**src/rtl/result_drain_pkg.sv**
```systemverilog
// Shared constants and FSM encoding for the output-memory drain path.
package result_drain_pkg;

    localparam int unsigned RESULT_W        = 23;
    localparam int unsigned OUT_ADDR_W      = 4;
    localparam int unsigned NUM_RESULTS_DEF = 9;

    typedef enum logic [1:0] {
        IDLE = 2'd0,
        RUN  = 2'd1,
        DONE = 2'd2
    } drain_state_t;

endpackage

```
**src/rtl/result_skid2.sv**
```systemverilog
// Two-entry FIFO holding prefetched result words; push and pop may coincide at any occupancy.
module result_skid2
    import result_drain_pkg::*;
#(
    parameter int unsigned W = RESULT_W + OUT_ADDR_W
) (
    input  logic         clk,
    input  logic         rst,
    input  logic         push,
    input  logic [W-1:0] push_data,
    input  logic         pop,
    output logic [W-1:0] head_data,
    output logic [1:0]   occ
);

    logic [W-1:0] mem [2];
    logic         head;
    logic         tail;
    logic         do_pop;

    assign do_pop    = pop && (occ != 2'd0);
    assign head_data = mem[head];

    always_ff @(posedge clk) begin
        if (rst) begin
            mem[0] <= '0;
            mem[1] <= '0;
            head   <= 1'b0;
            tail   <= 1'b0;
            occ    <= 2'd0;
        end else begin
            // When full, tail == head, so a simultaneous push reuses the slot being popped.
            if (push) begin
                mem[tail] <= push_data;
                tail      <= ~tail;
            end
            if (do_pop) begin
                head <= ~head;
            end
            occ <= occ + 2'(push) - 2'(do_pop);
            assert (!(push && !do_pop && occ == 2'd2));
        end
    end

endmodule

```
**src/rtl/result_drain.sv**
```systemverilog
// Streams output-memory results 0..NUM_RESULTS-1 out on a valid/ready port with optional ReLU.
module result_drain
    import result_drain_pkg::*;
#(
    parameter int unsigned NUM_RESULTS = NUM_RESULTS_DEF,
    parameter int unsigned ADDR_W      = OUT_ADDR_W,
    parameter int unsigned DATA_W      = RESULT_W
) (
    input  logic              clk,
    input  logic              rst,
    input  logic              start,
    input  logic              relu_en,
    output logic              rd_en,
    output logic [ADDR_W-1:0] rd_addr,
    input  logic [DATA_W-1:0] rd_data,
    output logic              out_valid,
    input  logic              out_ready,
    output logic [DATA_W-1:0] out_data,
    output logic [ADDR_W-1:0] out_idx,
    output logic              out_last,
    output logic              busy,
    output logic              done
);

    localparam int unsigned CNT_W = ADDR_W + 1;
    localparam int unsigned ENT_W = DATA_W + ADDR_W;
    localparam logic [CNT_W-1:0] TOTAL_CNT = CNT_W'(NUM_RESULTS);
    localparam logic [CNT_W-1:0] LAST_CNT  = CNT_W'(NUM_RESULTS - 1);

    drain_state_t      state;
    logic              relu_q;
    logic [CNT_W-1:0]  issue_cnt;
    logic [CNT_W-1:0]  out_cnt;
    logic              inflight;
    logic [ADDR_W-1:0] cap_addr;

    logic [1:0]        occ;
    logic [ENT_W-1:0]  head;
    logic              pop;
    logic [DATA_W-1:0] cap_word;
    logic [2:0]        pending;
    logic              can_issue;

    assign pop = out_valid && out_ready;

    // Reads on the address bus and in the capture stage both still claim a buffer slot.
    assign pending   = 3'(occ) + 3'(rd_en) + 3'(inflight);
    assign can_issue = (state == RUN) && (issue_cnt < TOTAL_CNT)
                     && (pending < (3'd2 + 3'(pop)));

    assign cap_word = (relu_q && rd_data[DATA_W-1]) ? '0 : rd_data;

    result_skid2 #(.W(ENT_W)) u_skid (
        .clk       (clk),
        .rst       (rst),
        .push      (inflight),
        .push_data ({cap_addr, cap_word}),
        .pop       (pop),
        .head_data (head),
        .occ       (occ)
    );

    assign out_valid           = (occ != 2'd0);
    assign {out_idx, out_data} = head;
    assign out_last            = out_valid && (out_idx == ADDR_W'(NUM_RESULTS - 1));

    always_ff @(posedge clk) begin
        if (rst) begin
            state     <= IDLE;
            relu_q    <= 1'b0;
            issue_cnt <= '0;
            out_cnt   <= '0;
            inflight  <= 1'b0;
            cap_addr  <= '0;
            rd_en     <= 1'b0;
            rd_addr   <= '0;
            busy      <= 1'b0;
            done      <= 1'b0;
        end else begin
            inflight <= rd_en;
            cap_addr <= rd_addr;
            rd_en    <= 1'b0;
            done     <= 1'b0;
            case (state)
                IDLE: begin
                    if (start) begin
                        state     <= RUN;
                        busy      <= 1'b1;
                        relu_q    <= relu_en;
                        out_cnt   <= '0;
                        issue_cnt <= CNT_W'(1);
                        rd_en     <= 1'b1;
                        rd_addr   <= '0;
                    end
                end
                RUN: begin
                    if (can_issue) begin
                        rd_en     <= 1'b1;
                        rd_addr   <= ADDR_W'(issue_cnt);
                        issue_cnt <= issue_cnt + CNT_W'(1);
                    end
                    if (pop) begin
                        out_cnt <= out_cnt + CNT_W'(1);
                        if (out_cnt == LAST_CNT) begin
                            state <= DONE;
                            busy  <= 1'b0;
                            done  <= 1'b1;
                        end
                    end
                end
                DONE: begin
                    state <= IDLE;
                end
                default: begin
                    state <= IDLE;
                end
            endcase
        end
    end

endmodule
```
**config.mk**
```make
export PLATFORM = sky130hd
export DESIGN_NAME = result_drain
export DESIGN_NICKNAME = d
export VERILOG_FILES = /design/src/rtl/result_drain_pkg.sv /design/src/rtl/result_skid2.sv /design/src/rtl/result_drain.sv
export SDC_FILE = /design/constraint.sdc
export NUM_CORES = 1
export LEC_CHECK = 0
export BUFFER_PORTS_ARGS = -buffer_cell sky130_fd_sc_hd__buf_4
export CAP_MARGIN = 5
export CORE_UTILIZATION = 30
export DETAILED_ROUTE_END_ITERATION = 16
export PLACE_DENSITY = 0.53
export SETUP_SLACK_MARGIN = 0.1
export SLEW_MARGIN = 30
export SYNTH_ARGS = -nofsm -noshare
export SYNTH_HDL_FRONTEND = slang
export SYNTH_SLANG_ARGS = --single-unit
```
**constraint.sdc**
```tcl
create_clock -name clk -period 5.55 [get_ports clk]
set_input_delay 0 -clock clk [delete_from_list [all_inputs] [get_ports clk]]
set_output_delay 0 -clock clk [all_outputs]
set_load 0.03 [all_outputs]
```
==> summary.txt, run 1 <==
Power
  • Leakage: 0.00204 µW
  • PD cells: 390 nW/µm²
  • Worst vdd ir: 0.169 mV

Layout
  • Final Instance Area: 4800 µm²
  • Multi-input gate area: 1300 µm²
  • Most common cell after layout, fill and taps aside: buf_4
  • Commonest non-fill, non-tap cells in the layout: buf_4, edfxtp_1, and3_1
  • Diodes inserted: 0
  • # fillers: 1122
  • Syn-to-layout area delta: 32.6%
  • Ratio of cells with drive above 1 in the final layout: 31.1%
  • Final net count: 409
  • Reg area: 2220 µm²

STA
  • Rel. slew slack: 39.0%
  • Post-layout min period: 2.56 ns
  • Top achievable clock speed: 391 MHz
  • Final Hold Fails: 0
  • Crit share post-route: 46.1%
  • RSZ-0062 raised after global routing: false
  • Setup TNS: 0 ns
  • Final Max Slew Viols: 0
  • Final Skew: 0.00833 ns
  • Slew @ Worst Pin: 0.915 ns
  • Final setup vio count: 0

Detailed routing
  • Vias: 2491
  • Routed WL per cell: 14.8 µm
  • Iteration count of the initial detailed-routing pass: 11
  • Vias per cell: 4.77
  • Detail Route Antenna Nets: 0
  • Final wirelength: 7.70 mm
  • DRT iter0 DRCs: 81
  • # DRC: 8

Die
  • Die area: 12500 µm²
  • Initial core utilization: 31.2%
  • Die H: 112 µm
  • I/O Pins: 64
  • Core area: 11600 µm²
  • Cell Rows: 39
  • Die X: 112 µm

Clock tree
  • Postcts setup bufs: 0
  • Clk slew on worst S/H paths: 0.06 ns
  • TritonCTS clock tree: done
  • Post-CTS sizing: 0
  • H-tree depth: 3
  • CTS root buf: clkbuf_16
  • CTS sink count: 84
  • Max Root-Sink Buffers: 2
  • TritonCTS buffer count: 9
  • Later-pin clock latency in the skew report: 0.35 ns

Min path
  • Type of the most critical hold path: in -> reg

Critical path
  • Worst-path fanout max: 8
  • Slowest CP cell: a221oi_1
  • Critical path class: reg -> reg
  • CP delay by family, top: compound AO/OA/AOI/OAI gates
  • Critical Path AT: 2.83 ns
  • Worst Setup End Kind: register
  • CP Buf/Inv Count: 2
  • Max stage delay on crit path: 0.74 ns
  • Critical path, cell by cell: inv_1 -> fa_1 -> inv_1 -> ha_1 -> or4b_4 -> a221oi_1 -> nand4b_1 -> a31oi_1
  • Req. time, crit path: 5.82 ns
  • CP Launch Type: register
  • Most frequent CP cell: inv_1

Global routing
  • Total GRT Usage: 13.1%
  • Total grt overflow: 0
  • Vias in the first global route: 2542
  • Antenna violations before repair: 0
  • Pin count of the biggest net entering global routing: 45
  • First-pass GRT wire length: 12.6 mm

Run
  • Max_cap viols: 0

Synth
  • FF+latch count, synth: 84
  • Avg Cell Area, Syn: 12.5 µm²
  • Post-Syn Area: 3620 µm²
  • Post-Syn Instances: 290
  • Seq/Total Area, Yosys: 61.3%
  • Cell variety after synth: 40
  • Cell taking the most area after synthesis: edfxtp_1
  • Yosys warnings: 0
  • Top cells by area, synth: edfxtp_1, dfxtp_1, mux2_2, and3_1, ha_1
  • Synthesized Nets: 325
  • Share of the synthesized area in the top cell type: 44.8%

Outcome
  • Status: finished with violations
  • Failing checks: design-rule violations

Placement
  • Port bufs: 63
  • Gpl congestion: 0.766
  • Placed Area: 4240 µm²
  • Final HPWL DP: 4.66 mm
## metrics by stage
stage	std cells	hold slack, ns	setup WS (ns)	util, %	total power, µW
after floorplan	290	0.136	3.11	-	1070
after global placement	482	0.300	2.99	36.5	1230
after detailed placement	482	0.293	3.00	36.5	1230
after CTS	522	0.0310	2.97	41.4	1900
after global routing	522	0.0685	2.73	41.4	1960
final	522	0.0467	2.99	41.4	1870
## cell type report
type,count,area share (%)
tap,143,3.72
clock buffer,9,4.69
clock inverter,7,2.08
inverter,8,0.625
sequential,84,46.3
timing repair buffer,91,15.5
multi-input combinational,180,27.1
## state kept, by name, indices dropped and copies added (netlist names), named ones only
| register | count |
|---|---|
| inflight | 1 |
| state | 2 |
| out_cnt | 5 |
| u_skid.occ | 2 |
| rd_en | 1 |
| u_skid.tail | 1 |
| u_skid.mem | 54 |
| busy | 1 |
| issue_cnt | 5 |
| u_skid.head | 1 |
| cap_addr | 4 |
| done | 1 |
| rd_addr | 4 |
| relu_q | 1 |
## cells by family (layout without fill, tap and decap cells)
| family | after synthesis | in the layout | synth area share [%] |
|---|---|---|---|
| xor gates and xnor gates | 7 | 7 | 1.69 |
| DFF | 84 | 84 | 61.3 |
| muxes | 28 | 28 | 8.67 |
| adders and majority gates | 7 | 7 | 2.63 |
| AOI/OAI and AO/OA | 22 | 22 | 4.01 |
| buffers and inverters | 26 | 115 | 3.11 |
| and+or+nand+nor | 116 | 116 | 18.5 |
## cell usage after synthesis (all sizes together)
master   instances
or3              1
nand2b           3
nor4             1
nor3b            2
and2b            1
nor2b            5
mux2            27
or4b             1
a2111oi          1
nor3             8
and2             8
a21oi            9
nor4bb           1
dfxtp           30
a221oi           1
buf              3
and3b            2
edfxtp          54
a211oi           4
o21bai           1
xnor2            6
fa               1
or4              1
o211ai           2
nand3           11
o21a             1
inv              8
or2              3
nand3b           1
ha               6
clkbuf          15
nand4b           1
and3            44
a31oi            2
a221o            1
nand2           11
xor2             1
mux2i            1
nor2            11
## power by group
group	internal (µW)	switching (µW)	total [µW]
combinational	209	280	489
clock	396	253	650
sequential	709	25.3	735
total	1310	559	1870
## timing repair
action | 4_1_cts | 5_1_grt
setup endpoints to repair | 0 | 0
hold endpoints to repair | 47 | 0
hold buffers | 24 | 0
## per-layer routing
metal	wire length [µm]	global-route usage, %	vias to the layer above
met5	0	0	-
met4	141	5.68	0
met3	428	3.76	11
met2	3510	21.4	59
met1	3620	16.2	1188
li1	-	-	1233
## path summary, 6_finish.rpt
path / slack, ns / to / from / depth (start not counted)
worst max-delay path: 2.99 / issue_cnt[2] / inflight / 8
worst min register to register: 0.48 / issue_cnt[4] / issue_cnt[4] / 1
worst min-delay path: 0.05 / inflight / rst / 2
worst max register to register: 2.99 / issue_cnt[2] / inflight / 8
Power figures use the tool's default switching activity.
==> run 2, diff against run 1 <==
- ABC_AREA: not set -> 1
- PLACE_DENSITY: 0.53 -> 0.55
- clock period: 5.55 -> 2.08 ns (I/O delays scaled with it)
==> summary.txt, run 2 <==
Outcome
  • Status: finished clean

Clock tree
  • CTS sink count: 84
  • Max Root-Sink Buffers: 2
  • TritonCTS buffer count: 9
  • CTS root buf: clkbuf_16
  • Clk slew on worst S/H paths: 0.07 ns
  • H-tree depth: 3
  • TritonCTS clock tree: done
  • Later-pin clock latency in the skew report: 0.34 ns
  • Post-CTS sizing: 0

Power
  • Seq pwr share: 39.8%
  • PD cells: 1080 nW/µm²
  • Leakage: 0.00212 µW
  • Part of the power in combinational logic: 29.2%
  • Final Total Pwr: 5090 µW
  • Worst vdd ir: 0.523 mV
  • Clk network pwr share: 31.0%
  • Sw power: 1720 µW
  • Internal power: 3360 µW
  • Sw frac: 33.8%

STA
  • Post-layout min period: 1.82 ns
  • Crit share post-route: 87.6%
  • Hold slack: 0.0363 ns
  • Final setup margin: 0.258 ns
  • Final Max Slew Viols: 0
  • RSZ-0062 raised after global routing: false
  • Final setup vio count: 0
  • Slew @ Worst Pin: 0.453 ns
  • Final Skew: 0.00923 ns
  • Final Hold Fails: 0
  • Top achievable clock speed: 549 MHz
  • Rel. slew slack: 69.8%
  • Setup TNS: 0 ns

Detailed routing
  • # DRC: 0
  • Vias per cell: 4.38
  • Routed WL per cell: 12.6 µm
  • DRT iter0 DRCs: 156
  • Final wirelength: 8.07 mm
  • Detail Route Antenna Nets: 0
  • Iteration count of the initial detailed-routing pass: 4
  • Vias: 2815

Synth
  • Synth top cells by count: nand2_1, edfxtp_1, nor3_1
  • Cell variety after synth: 32
  • FF+latch count, synth: 84
  • Top cells by area, synth: edfxtp_1, dfxtp_1, nand2_1, nor3_1, inv_1
  • Dominant synthesized flop cell: edfxtp_1
  • Number of enable flip-flop cells after synthesis: 54
  • Yosys warnings: 0
  • Top-count cell post-synth: nand2_1
  • Share of the synthesized area in the top cell type: 43.5%
  • Asr flop ratio synth: 0%
  • Avg Cell Area, Syn: 9.30 µm²
  • Seq/Total Area, Yosys: 59.6%
  • Post-Syn Area: 3730 µm²
  • Synthesized Nets: 436
  • Cell taking the most area after synthesis: edfxtp_1
  • Post-Syn Instances: 401

Die
  • Die area: 12900 µm²
  • Die H: 114 µm
  • Die X: 114 µm
  • I/O Pins: 64
  • Core area: 12100 µm²
  • Initial core utilization: 30.9%
  • Cell Rows: 40

Layout
  • Final net count: 504
  • Final Instance Area: 4720 µm²
  • # fillers: 1208
  • Most common cell after layout, fill and taps aside: nand2_1
  • Largest register FFs: 54
  • Commonest non-fill, non-tap cells in the layout: nand2_1, buf_4, edfxtp_1
  • Syn-to-layout area delta: 26.5%
  • Ratio of cells with drive above 1 in the final layout: 22.8%
  • Largest registers: u_skid.mem x54, issue_cnt x5, out_cnt x5
  • Most flops, register: u_skid.mem
  • Diodes inserted: 0

Critical path
  • Max stage delay on crit path: 0.33 ns
  • CP delay by family, top: simple AND/OR/NAND/NOR gates
  • CP Buf/Inv Count: 3
  • Critical path class: reg -> out
  • Worst Setup End Kind: primary output
  • Worst-path fanout max: 26
  • Critical Path AT: 1.82 ns
  • Req. time, crit path: 2.08 ns
  • CP Launch Type: register
  • Critical path, cell by cell: inv_2 -> buf_4 -> nand2_1 -> nand2_1 -> nand4_1 -> nor3_1 -> buf_4
  • Slowest CP cell: dfxtp_1

Placement
  • Final HPWL DP: 5.24 mm
  • Worst slack, placed: 0.393 ns
  • Port bufs: 63
  • Placed Area: 4410 µm²
  • Gpl congestion: 0.755

Global routing
  • GRT Max-Usage Layer: met2
  • First-pass GRT wire length: 13.3 mm
  • Met3 Track Usage GR: 3.56%
  • Vias in the first global route: 2705
  • Antenna violations before repair: 0
  • Pin count of the biggest net entering global routing: 45
  • Met2 Use GR: 22.1%
  • Met1 GRT Util: 17.2%
  • Total grt overflow: 0
  • Total GRT Usage: 13.6%

Run
  • Max_cap viols: 0

Min path
  • Type of the most critical hold path: in -> reg
-- run 2: cell types whose count changed after synthesis, moves of 4 or more --
cell,before,now
mux2_2,27,0
xnor2_1,6,0
and2_1,8,0
nand2_1,11,107
and3_1,44,1
a211oi_1,4,0
nor3_1,8,51
nor2b_1,5,0
o21ai_0,0,7
inv_1,8,50
nor2_1,11,30
-- run 2: worst reg2reg max path, stage by stage (launching register included) --
cell and delay, ns:
dfxtp_1 0.35, inv_1 0.09, fa_1 0.38, inv_1 0.06
ha_1 0.21, nand2_1 0.11, nand2_4 0.10, nand2_8 0.11
inv_2 0.06, nor2_2 0.07, nor2_1 0.04
-- run 2: area by class of cell --
class                   instances  area, µm²  share of cell area (%)
inverters                      54        203                    4.29
flip-flops and latches         84       2220                    47.1
clock inverters                 5       61.3                    1.30
multi-input cells             246       1230                    26.1
well taps                     168        210                    4.45
repair buffers                 74        561                    11.9
clock buffers                  11        233                    4.93
-- run 2: worst paths after layout --
path / from / end / slack (ns) / depth (start not counted)
worst max register to register: inflight / issue_cnt[1] / 0.39 / 10
worst max-delay path: register / out_last / 0.26 / 7
worst min register to register: issue_cnt[4] / issue_cnt[4] / 0.45 / 2
worst min-delay path: rd_data[4] / u_skid.mem[0][4] / 0.04 / 3
-- run 2: power groups by stage --
stage	sequential (µW)	combinational, µW	clock (µW)
floorplan	2070	982	0
global placement	2060	1490	0
detailed placement	2060	1500	0
CTS	2030	1510	1610
global route	2050	1640	1680
finish	2030	1480	1580
-- run 2: per-layer routing --
layer  share of wire [%]  vias to the layer above  routed length [µm]
li1                    -                     1433                   -
met1                  46                     1309                3700
met2                  48                       62                3850
met3                 5.2                       11                 420
met4                 1.4                        0                 111
met5                   0                        -                   0
-- run 2: metrics by stage --
step	utilization [%]	cells
after floorplan	-	401
after global placement	36.5	624
after detailed placement	36.5	624
after CTS	39.1	642
after global routing	39.1	642
final	39.1	642
-- run 2: kinds of logic (layout without fill, tap and decap cells) --
| group | after synthesis | count (layout) | share of synthesized area [%] |
|---|---|---|---|
| AOI/OAI and AO/OA | 22 | 22 | 3.52 |
| xor gates and xnor gates | 2 | 2 | 0.470 |
| adders and majority gates | 7 | 7 | 2.55 |
| buffers and inverters | 71 | 144 | 7.45 |
| DFF | 84 | 84 | 59.6 |
| and+or+nand+nor | 215 | 215 | 26.4 |
-- run 2: timing repair --
action                                  CTS  global route
endpoints found under the hold margin    11             0
endpoints found under the setup margin    0             0
hold buffers                              2             0
setup buffers                             0             0
